### src/rtl/flatten_fc_pp_ctrl.sv
// Ping-pong input-buffer controller between a flattening layer and an FC CIM layer.
// Fills two banks from input beats and streams each full bank slice-by-slice into the CIM.
module flatten_fc_pp_ctrl #(
  parameter int DATA_SIZE      = 8,
  parameter int BITS_PER_CYCLE = 1,
  parameter int INPUT_CHANNELS = 16,
  parameter int IMG_SIZE       = 784,
  parameter int XBAR_SIZE      = 128,
  parameter int BUS_WIDTH      = 16,
  localparam int TOTAL_ELEMS     = INPUT_CHANNELS * IMG_SIZE,
  localparam int V_CIM_TILES_OUT = (TOTAL_ELEMS + XBAR_SIZE - 1) / XBAR_SIZE,
  localparam int WORD_ELEMS      = BUS_WIDTH * V_CIM_TILES_OUT,
  localparam int ADDR_RAW        = (TOTAL_ELEMS + WORD_ELEMS - 1) / WORD_ELEMS,
  localparam int NUM_ADDR        = (ADDR_RAW < 1) ? 1 : ADDR_RAW,
  localparam int NUM_SLICES      = DATA_SIZE / BITS_PER_CYCLE,
  localparam int COUNT_WIDTH     = (NUM_SLICES > 1) ? $clog2(NUM_SLICES) : 1,
  localparam int ADDR_WIDTH      = (NUM_ADDR > 1) ? $clog2(NUM_ADDR) : 1
) (
  input  logic                   clk,
  input  logic                   rst,
  input  logic                   i_start,
  output logic                   o_ready,
  output logic                   o_wr_bank,
  output logic                   o_bank,
  output logic [COUNT_WIDTH-1:0] o_count,
  output logic [ADDR_WIDTH-1:0]  o_addr,
  input  logic                   i_cim_ready,
  output logic                   o_cim_we,
  output logic                   o_cim_start,
  input  logic                   i_func_ready,
  output logic                   o_func_start
);

  localparam int FILL_W = (IMG_SIZE > 1) ? $clog2(IMG_SIZE) : 1;
  localparam logic [FILL_W-1:0]      LAST_BEAT  = FILL_W'(IMG_SIZE - 1);
  localparam logic [ADDR_WIDTH-1:0]  LAST_ADDR  = ADDR_WIDTH'(NUM_ADDR - 1);
  localparam logic [COUNT_WIDTH-1:0] LAST_SLICE = COUNT_WIDTH'(NUM_SLICES - 1);

  typedef enum logic [2:0] {IDLE, CONSUME, START, WAIT, FUNC} state_t;

  state_t            state;
  logic [FILL_W-1:0] fill_cnt;
  logic [1:0]        full;
  logic [1:0]        full_set;
  logic [1:0]        full_clr;
  logic              beat_ok;
  logic              beat_done;

  assign o_ready      = !full[o_wr_bank];
  assign beat_ok      = i_start && o_ready;
  assign beat_done    = beat_ok && (fill_cnt == LAST_BEAT);
  assign o_cim_start  = (state == START) && i_cim_ready;
  assign o_func_start = (state == FUNC) && i_func_ready;

  // Set and release always hit different banks, so both apply in one cycle.
  always_comb begin
    full_set = '0;
    full_clr = '0;
    full_set[o_wr_bank] = beat_done;
    full_clr[o_bank]    = o_func_start;
  end

  always_ff @(posedge clk or posedge rst) begin
    if (rst) begin
      fill_cnt  <= '0;
      full      <= '0;
      o_wr_bank <= 1'b0;
    end else begin
      full <= (full | full_set) & ~full_clr;
      if (beat_done) begin
        fill_cnt  <= '0;
        o_wr_bank <= ~o_wr_bank;
      end else if (beat_ok) begin
        fill_cnt <= fill_cnt + 1'b1;
      end
    end
  end

  always_ff @(posedge clk or posedge rst) begin
    if (rst) begin
      state    <= IDLE;
      o_addr   <= '0;
      o_count  <= '0;
      o_bank   <= 1'b0;
      o_cim_we <= 1'b0;
    end else begin
      o_cim_we <= 1'b0;
      case (state)
        IDLE: begin
          o_addr  <= '0;
          o_count <= '0;
          if (full[o_bank] && i_cim_ready) begin
            state    <= CONSUME;
            o_cim_we <= 1'b1;
          end
        end
        CONSUME: begin
          if (o_addr == LAST_ADDR) begin
            state <= START;
          end else begin
            o_addr   <= o_addr + 1'b1;
            o_cim_we <= 1'b1;
          end
        end
        START: begin
          o_addr <= '0;
          if (!i_cim_ready) state <= WAIT;
        end
        WAIT: begin
          if (i_cim_ready) begin
            if (o_count != LAST_SLICE) begin
              o_count  <= o_count + 1'b1;
              o_cim_we <= 1'b1;
              state    <= CONSUME;
            end else begin
              state <= FUNC;
            end
          end
        end
        FUNC: begin
          if (i_func_ready) begin
            o_bank  <= ~o_bank;
            o_count <= '0;
            state   <= IDLE;
          end
        end
        default: state <= IDLE;
      endcase
    end
  end

endmodule

### config.mk
export PLATFORM = sky130hd
export DESIGN_NAME = flatten_fc_pp_ctrl
export DESIGN_NICKNAME = d
export VERILOG_FILES = /design/src/rtl/flatten_fc_pp_ctrl.sv
export SDC_FILE = /design/constraint.sdc
export NUM_CORES = 1
export LEC_CHECK = 0
export CORE_MARGIN = 2
export CORE_UTILIZATION = 30
export DETAILED_ROUTE_END_ITERATION = 8
export PLACE_DENSITY = 0.53
export SETUP_SLACK_MARGIN = 0.02
export SYNTH_ARGS = -nofsm -noshare
export SYNTH_HDL_FRONTEND = slang
export SYNTH_SLANG_ARGS = --single-unit
### constraint.sdc
create_clock -name clk -period 2.4 [get_ports clk]
set_clock_uncertainty 0.1 [all_clocks]
set_input_delay 0.24 -clock clk [delete_from_list [all_inputs] [get_ports clk]]
set_output_delay 0.24 -clock clk [all_outputs]
set_load 0.1 [all_outputs]
Word level (Yosys, flattened, before mapping)
Cells that the tools add are included.

cells by class
  add/sub/neg operators = 3
  magnitude comparators = 4
  eq/ne operators = 14
  multiplexer cells = 27
  bitwise logic cells = 7
  reductions and logical operators = 17

operators with widths
  cell                     number
  $mux W3                  9
  $mux W10                 2
  $pmux W3 S5              1
  $ne A2 B2 Y1 const B     7
  $add A10 B1 Y10 const B  1
  $eq A10 B10 Y1 const B   1
  $mux W1                  10
  $pmux W3 S3              1
  $logic_and A1 B1 Y1      7
  $add A3 B1 Y3 const B    2
  $and A2 B2 Y2            3
  $eq A3 B2 Y1 const B     2
  $eq A3 B3 Y1 const B     2
  $pmux W3 S2              1
  $reduce_and A5 Y1        1
  $lt A1 B2 Y1 const B     2
  $reduce_and A2 Y1        2
  $reduce_and A4 Y1        1
  $reduce_bool A2 Y1       2
  $eq A3 B1 Y1 const B     1
  $logic_not A3 Y1         1
  $ne A3 B3 Y1 const B     1
  $pmux W1 S3              1
  $reduce_bool A3 Y1       1
  other kinds (7)          10

word-level totals
  register bits = 24
  input port bits = 5
  output and inout port bits = 12
  logic and storage cells = 80

Longest topological paths before layout
Gate-level depths: netlist of the first run.

  depth in word-level cells = 8
  mapped depth = 7
  depth with buffers taken out = 6

Worst setup path before layout of the first run
OpenSTA, ideal clock, no wires.

  path type = register to output
  from = register state[0]
  to = output o_cim_start
  data arrival time = 2,707 ps
  data required time = 2,060 ps
  setup slack = -647 ps
  cell stages (with the launch flop) = 3
  path buffers = 1
  path through = dfrtp_1 -> clkbuf_1 -> nor3_1

on the way
  word-level cells in the longest chain between the ends = 2

RTL lines
  element                   line  source
  start: declaration        41    state_t state;
  start signal: assignment  81    state <= IDLE;
  start signal: assignment  93    state <= CONSUME;
  start signal: assignment  99    state <= START;
  $eq A3 B2 Y1              52    assign o_cim_start = (state == START) && i_cim_ready;
  $logic_and A1 B1 Y1       52
  end: declaration          29    output logic o_cim_start,

No other way between the ends.

Worst setup path after layout of the first run
  from = register state[0]
  to = output o_func_start

on the way
  word-level cells in the longest chain between the ends = 2

RTL lines
  element              line  source
  $eq A3 B3 Y1         53    assign o_func_start = (state == FUNC) && i_func_ready;
  $logic_and A1 B1 Y1  53
  end: declaration     31    output logic o_func_start

No other way between the ends.

==> flow_summary.yaml, run 1 <==
global_routing:
  overflow: 0
  antenna_found_initial: 0
  grt_pass1_vias: 1012
  grt_max_degree: 25
  grt_first_pass_wirelength_mm: 4.75
  track_usage: 0.119
clocking:
  cts_buffers: 3
  clk_path_buf_depth: 2
  htree_levels: 1
  cts_hold_buf: 0
  ctsResizeCount: 0
  clock-root-buffer: "clkbuf_8"
  clock-sinks: 24
  clk_latency_ps: 270
  cts_tree: "yes"
  cts_setup_buffers: 0
  path_clk_slew_ps: 90
sta:
  min_period_ps: 1980
  relSlewSlack: 0.662
  tns_ps: 0
  finalHoldViolCount: 0
  tightest_slew_ps: 508
  max_freq_mhz: 504
  grt_setup_unrepaired: "no"
  maxSlewViolCount: 0
  fin_crit_sh: 0.826
  finalSetupViolations: 0
flow_run:
  drv_cap: 0
synthesis:
  synth.distinct_cells: 44
  syn_inst: 136
  yosysWarnings: 0
  synth_edf_count: 0
  synth_nets: 146
  yosys.area.top_type: "dfrtp_1"
  ys_ff_latch: 24
  synth_top_area_frac: 0.449
  ys_top_cells_by_area: "dfrtp_1 45%, ha_1 4.7%, nand3_1 3.7%"
  syn_area_per_cell_um2: 9.83
  synthFlopType: "dfrtp_1"
  syn-cell-area_um2: 1340
  ys_seq_area_frac: 0.449
  async_flop_share: 1.00
detailed_routing:
  drc: 0
  drt-total-wl_mm: 2.76
  vias_per_cell: 5.31
  vias: 1073
  drt_iter0_drc: 47
  wl_per_cell_um: 13.7
  drtAntennaViolNets: 0
  first_pass_iters: 4
final_layout:
  final_nets: 161
  mostFrequentLayoutCell: "dfrtp_1"
  area.growth.synth_to_final_pct: 20.3
  fillers: 440
  drive_gt1_frac: 0.173
  final_cell_area_um2: 1610
  num_antenna_cells: 0
  layout_common_cells: "23 x dfrtp_1, 13 x nand2_1, 11 x buf_4"
place:
  portBuffers: 16
  place_area_um2: 1540
  dpl.hpwl_mm: 1.98
  place.gp.congestion: 0.787
critical_path:
  reg2reg_from: "o_addr[0]"
  crit_path_end_kind: "primary output"
  rr_worst_depth: 5
  crit_fanout: 16
  reg2reg_to: "o_addr[0]"
  regToRegSetupSlack_ps: 600
  worstSetupStartpoint: "state[0]"
  path_class: "flip-flop to primary output"
  critPathArrivalTime_ps: 1640
  start_kind: "flip-flop"
  cp.required_ps: 2060
die:
  coreArea_um2: 4320
  fp.dieW_um: 70.7
  io_pins: 17
  fp.dieH_um: 70.7
  rows: 24
  initial_core_util: 0.309
  die_area_um2: 5000
power_and_ir_drop:
  vdd_drop_max_v: 0.000397
  leakage_uw: 0.000726
  p_per_area_nw_per_um2: 1050
run_status:
  outcome: "complete, no violations"
hold_path:
  hp-class: "input pin to asynchronous set/reset pin"
synthesized netlist by cell type, drive strengths merged, types with 2 or more instances:
cell type and count:
dfrtp 24, nand2 13, nand3 11, inv 8, nor2 7, a31oi 5
ha 5, a21oi 4, clkbuf 4, nand4 4, nor3 4, o21ai 4
xnor2 4, a22o 3, and3 3, buf 3, a21o 2, a221oi 2
a41o 2, and2 2, mux2 2, mux2i 2, nand2b 2, o211ai 2
xor2 2
metrics by stage:
step                      setup slack [ps]  std cells  hold WS [ps]  utilization  total power, µW
after floorplan                       63.4        136           155            -             1170
after global placement                 665        198           402        0.355             1310
after detailed placement               622        198           409        0.355             1330
after CTS                              402        202           210        0.372             1700
after global routing                   321        202           256        0.372             1790
final                                  417        202           207        0.372             1680
routing by layer:
metal / vias to the layer above / global-route usage / share of wire
met2: 15 / 0.174 / 0.47
met4: 0 / 0.0650 / 0.023
li1: 525 / - / -
met3: 4 / 0.0199 / 0.030
met5: - / 0 / 0
met1: 529 / 0.167 / 0.47
flip-flops by register name, summed over array words and instances, names as in the netlist:
signal	flops
o_wr_bank	1
state	3
o_cim_we	1
o_bank	1
full	2
fill_cnt	10
o_count	3
o_addr	3
worst max-delay path by stage:
stage / end / depth (start not counted)
final: o_func_start / 3
after global routing: o_func_start / 3
after CTS: o_func_start / 3
after detailed placement: o_addr[0] / 5
after global placement: o_addr[0] / 5
after floorplan: fill_cnt[8] / 4
critical path, cell delays in order, from the launching register on:
cell     delay, ps
dfrtp_1        570
nor2_1         240
and3_1         340
buf_12         220
where the power goes:
group | internal (µW) | switching [µW]
logic | 221 | 467
clock network | 223 | 135
registers | 494 | 143
total | 938 | 745
cells by family (layout without fill, tap and decap cells):
group | count (synthesis) | count (layout) | share of synthesized area
and+or+nand+nor | 51 | 51 | 0.207
AOI/OAI and AO/OA | 31 | 31 | 0.167
DFF | 24 | 24 | 0.449
buffers and inverters | 15 | 29 | 0.0496
xor gates and xnor gates | 6 | 6 | 0.0393
adders and majority gates | 5 | 5 | 0.0468
muxes | 4 | 4 | 0.0412
area by class of cell:
type,count,area (µm²),share of cell area
inverters,8,30.0,0.0187
repair buffers,17,163,0.101
clock inverters,1,30.0,0.0187
clock buffers,3,41.3,0.0257
multi-input cells,97,674,0.419
well taps,52,65.1,0.0405
flip-flops and latches,24,604,0.376
(Power assumes the default switching activity.)
==> inputs of run 2 (changes only) <==
==> constraint.sdc (replaced) <==
create_clock -name clk -period 2.07 [get_ports clk]
set_clock_uncertainty 0.1 [all_clocks]
set_input_delay 0.207 -clock clk [delete_from_list [all_inputs] [get_ports clk]]
set_output_delay 0.207 -clock clk [all_outputs]
set_load 0.1 [all_outputs]
==> flow_summary.yaml, run 2 (synthesized netlist as in run 1, its figures left out) <==
detailed_routing:
  drt-total-wl_mm: 2.71
  drc: 0
  vias_per_cell: 5.22
  drtAntennaViolNets: 0
  drt_iter0_drc: 71
  first_pass_iters: 4
  vias: 1064
  wl_per_cell_um: 13.3
global_routing:
  grt_max_degree: 25
  grt_use_met1: 0.141
  overflow: 0
  top_usage_layer: "met2"
  grt_first_pass_wirelength_mm: 4.72
  grt_pass1_vias: 1059
  track_usage: 0.115
  use_met2: 0.201
  antenna_found_initial: 0
  gr-usage-met3: 0.0385
clocking:
  clk_path_buf_depth: 2
  path_clk_slew_ps: 90
  cts_hold_buf: 0
  clock-sinks: 24
  ctsResizeCount: 0
  cts_tree: "yes"
  cts_setup_buffers: 0
  clock-root-buffer: "clkbuf_8"
  cts_buffers: 3
  clk_latency_ps: 270
  htree_levels: 1
power_and_ir_drop:
  leakage_uw: 0.000735
  vdd_drop_max_v: 0.000620
  p_switching_uw: 861
  p_per_area_nw_per_um2: 1200
  p_seq_frac: 0.366
  pwr-share-comb: 0.423
  p_int_uw: 1110
  p_clk_frac: 0.211
  netSwitchingFraction: 0.438
final_layout:
  drive_gt1_frac: 0.217
  largest-register: "fill_cnt"
  final_nets: 163
  mostFrequentLayoutCell: "dfrtp_1"
  layout_common_cells: "18 x dfrtp_1, 13 x nand2_1, 12 x buf_4"
  num_antenna_cells: 0
  area.growth.synth_to_final_pct: 22.8
  largest_register_ff_count: 10
die:
  rows: 24
  fp.dieH_um: 70.7
  initial_core_util: 0.309
  io_pins: 17
  die_area_um2: 5000
  fp.dieW_um: 70.7
  coreArea_um2: 4320
critical_path:
  start_kind: "flip-flop"
  critPathArrivalTime_ps: 1860
  crit_fanout: 6
  path_class: "flip-flop to flip-flop"
  cpMaxStageDelayCell: "dfrtp_2"
  rr_worst_depth: 5
  cp.depth: 5
  crit_path_end_kind: "flip-flop"
  crit_buf_inv: 0
  regToRegSetupSlack_ps: 270
  slowest_delay_ps: 440
  critPathMostFrequentCell: "ha_1"
  cp.required_ps: 2130
  crit_chain: "ha_1 -> ha_1 -> or2_1 -> mux2_2 -> a22o_1"
  cp_top_family: "flip-flops"
sta:
  hold_ws_ps: 173
  grt_setup_unrepaired: "no"
  setup_slack_ps: 274
  relSlewSlack: 0.782
  finalHoldViolCount: 0
  tightest_slew_ps: 321
  fin_crit_sh: 0.867
  max_freq_mhz: 557
  min_period_ps: 1800
  maxSlewViolCount: 0
  finalSetupViolations: 0
place:
  dpl.hpwl_mm: 2.04
  place.gp.congestion: 0.779
  place_ws_ps: 292
  portBuffers: 16
flow_run:
  drv_cap: 0
run_status:
  outcome: "complete, no violations"
hold_path:
  hp-class: "input pin to asynchronous set/reset pin"
-- run 2: worst register-to-register path, delay by kind of cell, from the launching register on --
kind	cells	cell delay [ps]
DFF	1	440
adders and majority gates	2	410
and+or+nand+nor	1	280
muxes	1	280
AOI/OAI and AO/OA	1	170
-- run 2: power groups by stage --
| stage | sequential [µW] | combinational (µW) | clock (µW) |
|---|---|---|---|
| floorplan | 988 | 378 | 0 |
| global route | 739 | 893 | 451 |
| global placement | 719 | 823 | 0 |
| detailed placement | 724 | 838 | 0 |
| CTS | 717 | 838 | 427 |
| finish | 719 | 831 | 415 |
-- run 2: final timing paths --
kind / from / to
max in group asynchronous: rst / o_count[1]
max: o_addr[0] / o_addr[0]
min in group clk: o_count[0] / o_count[0]
max reg2reg: o_addr[0] / o_addr[0]
min: rst / fill_cnt[5]
min reg2reg: o_count[0] / o_count[0]
-- run 2: layout make-up --
class / instances / area (µm²)
fillers: 447 / 2680
multi-input cells: 97 / 674
flip-flops and latches: 24 / 611
repair buffers: 19 / 190
well taps: 52 / 65.1
clock buffers: 3 / 41.3
clock inverters: 1 / 30.0
inverters: 8 / 30.0
-- run 2: layer usage --
layer	part of all wire	vias to the layer above	wire [µm]
met5	0	-	0
met4	0	0	0
met3	0.042	0	114
met2	0.48	18	1310
met1	0.48	515	1290
li1	-	531	-
-- run 2: per-stage QoR --
stage / utilization / total power (µW) / setup TNS (ps) / instance area, µm² / cells
after CTS: 0.380 / 1980 / 0 / 1640 / 204
after global routing: 0.380 / 2080 / 0 / 1640 / 204
after floorplan: - / 1370 / -1150 / 1350 / 136
final: 0.380 / 1970 / 0 / 1640 / 204
after detailed placement: 0.363 / 1560 / 0 / 1570 / 200
after global placement: 0.363 / 1540 / 0 / 1570 / 200
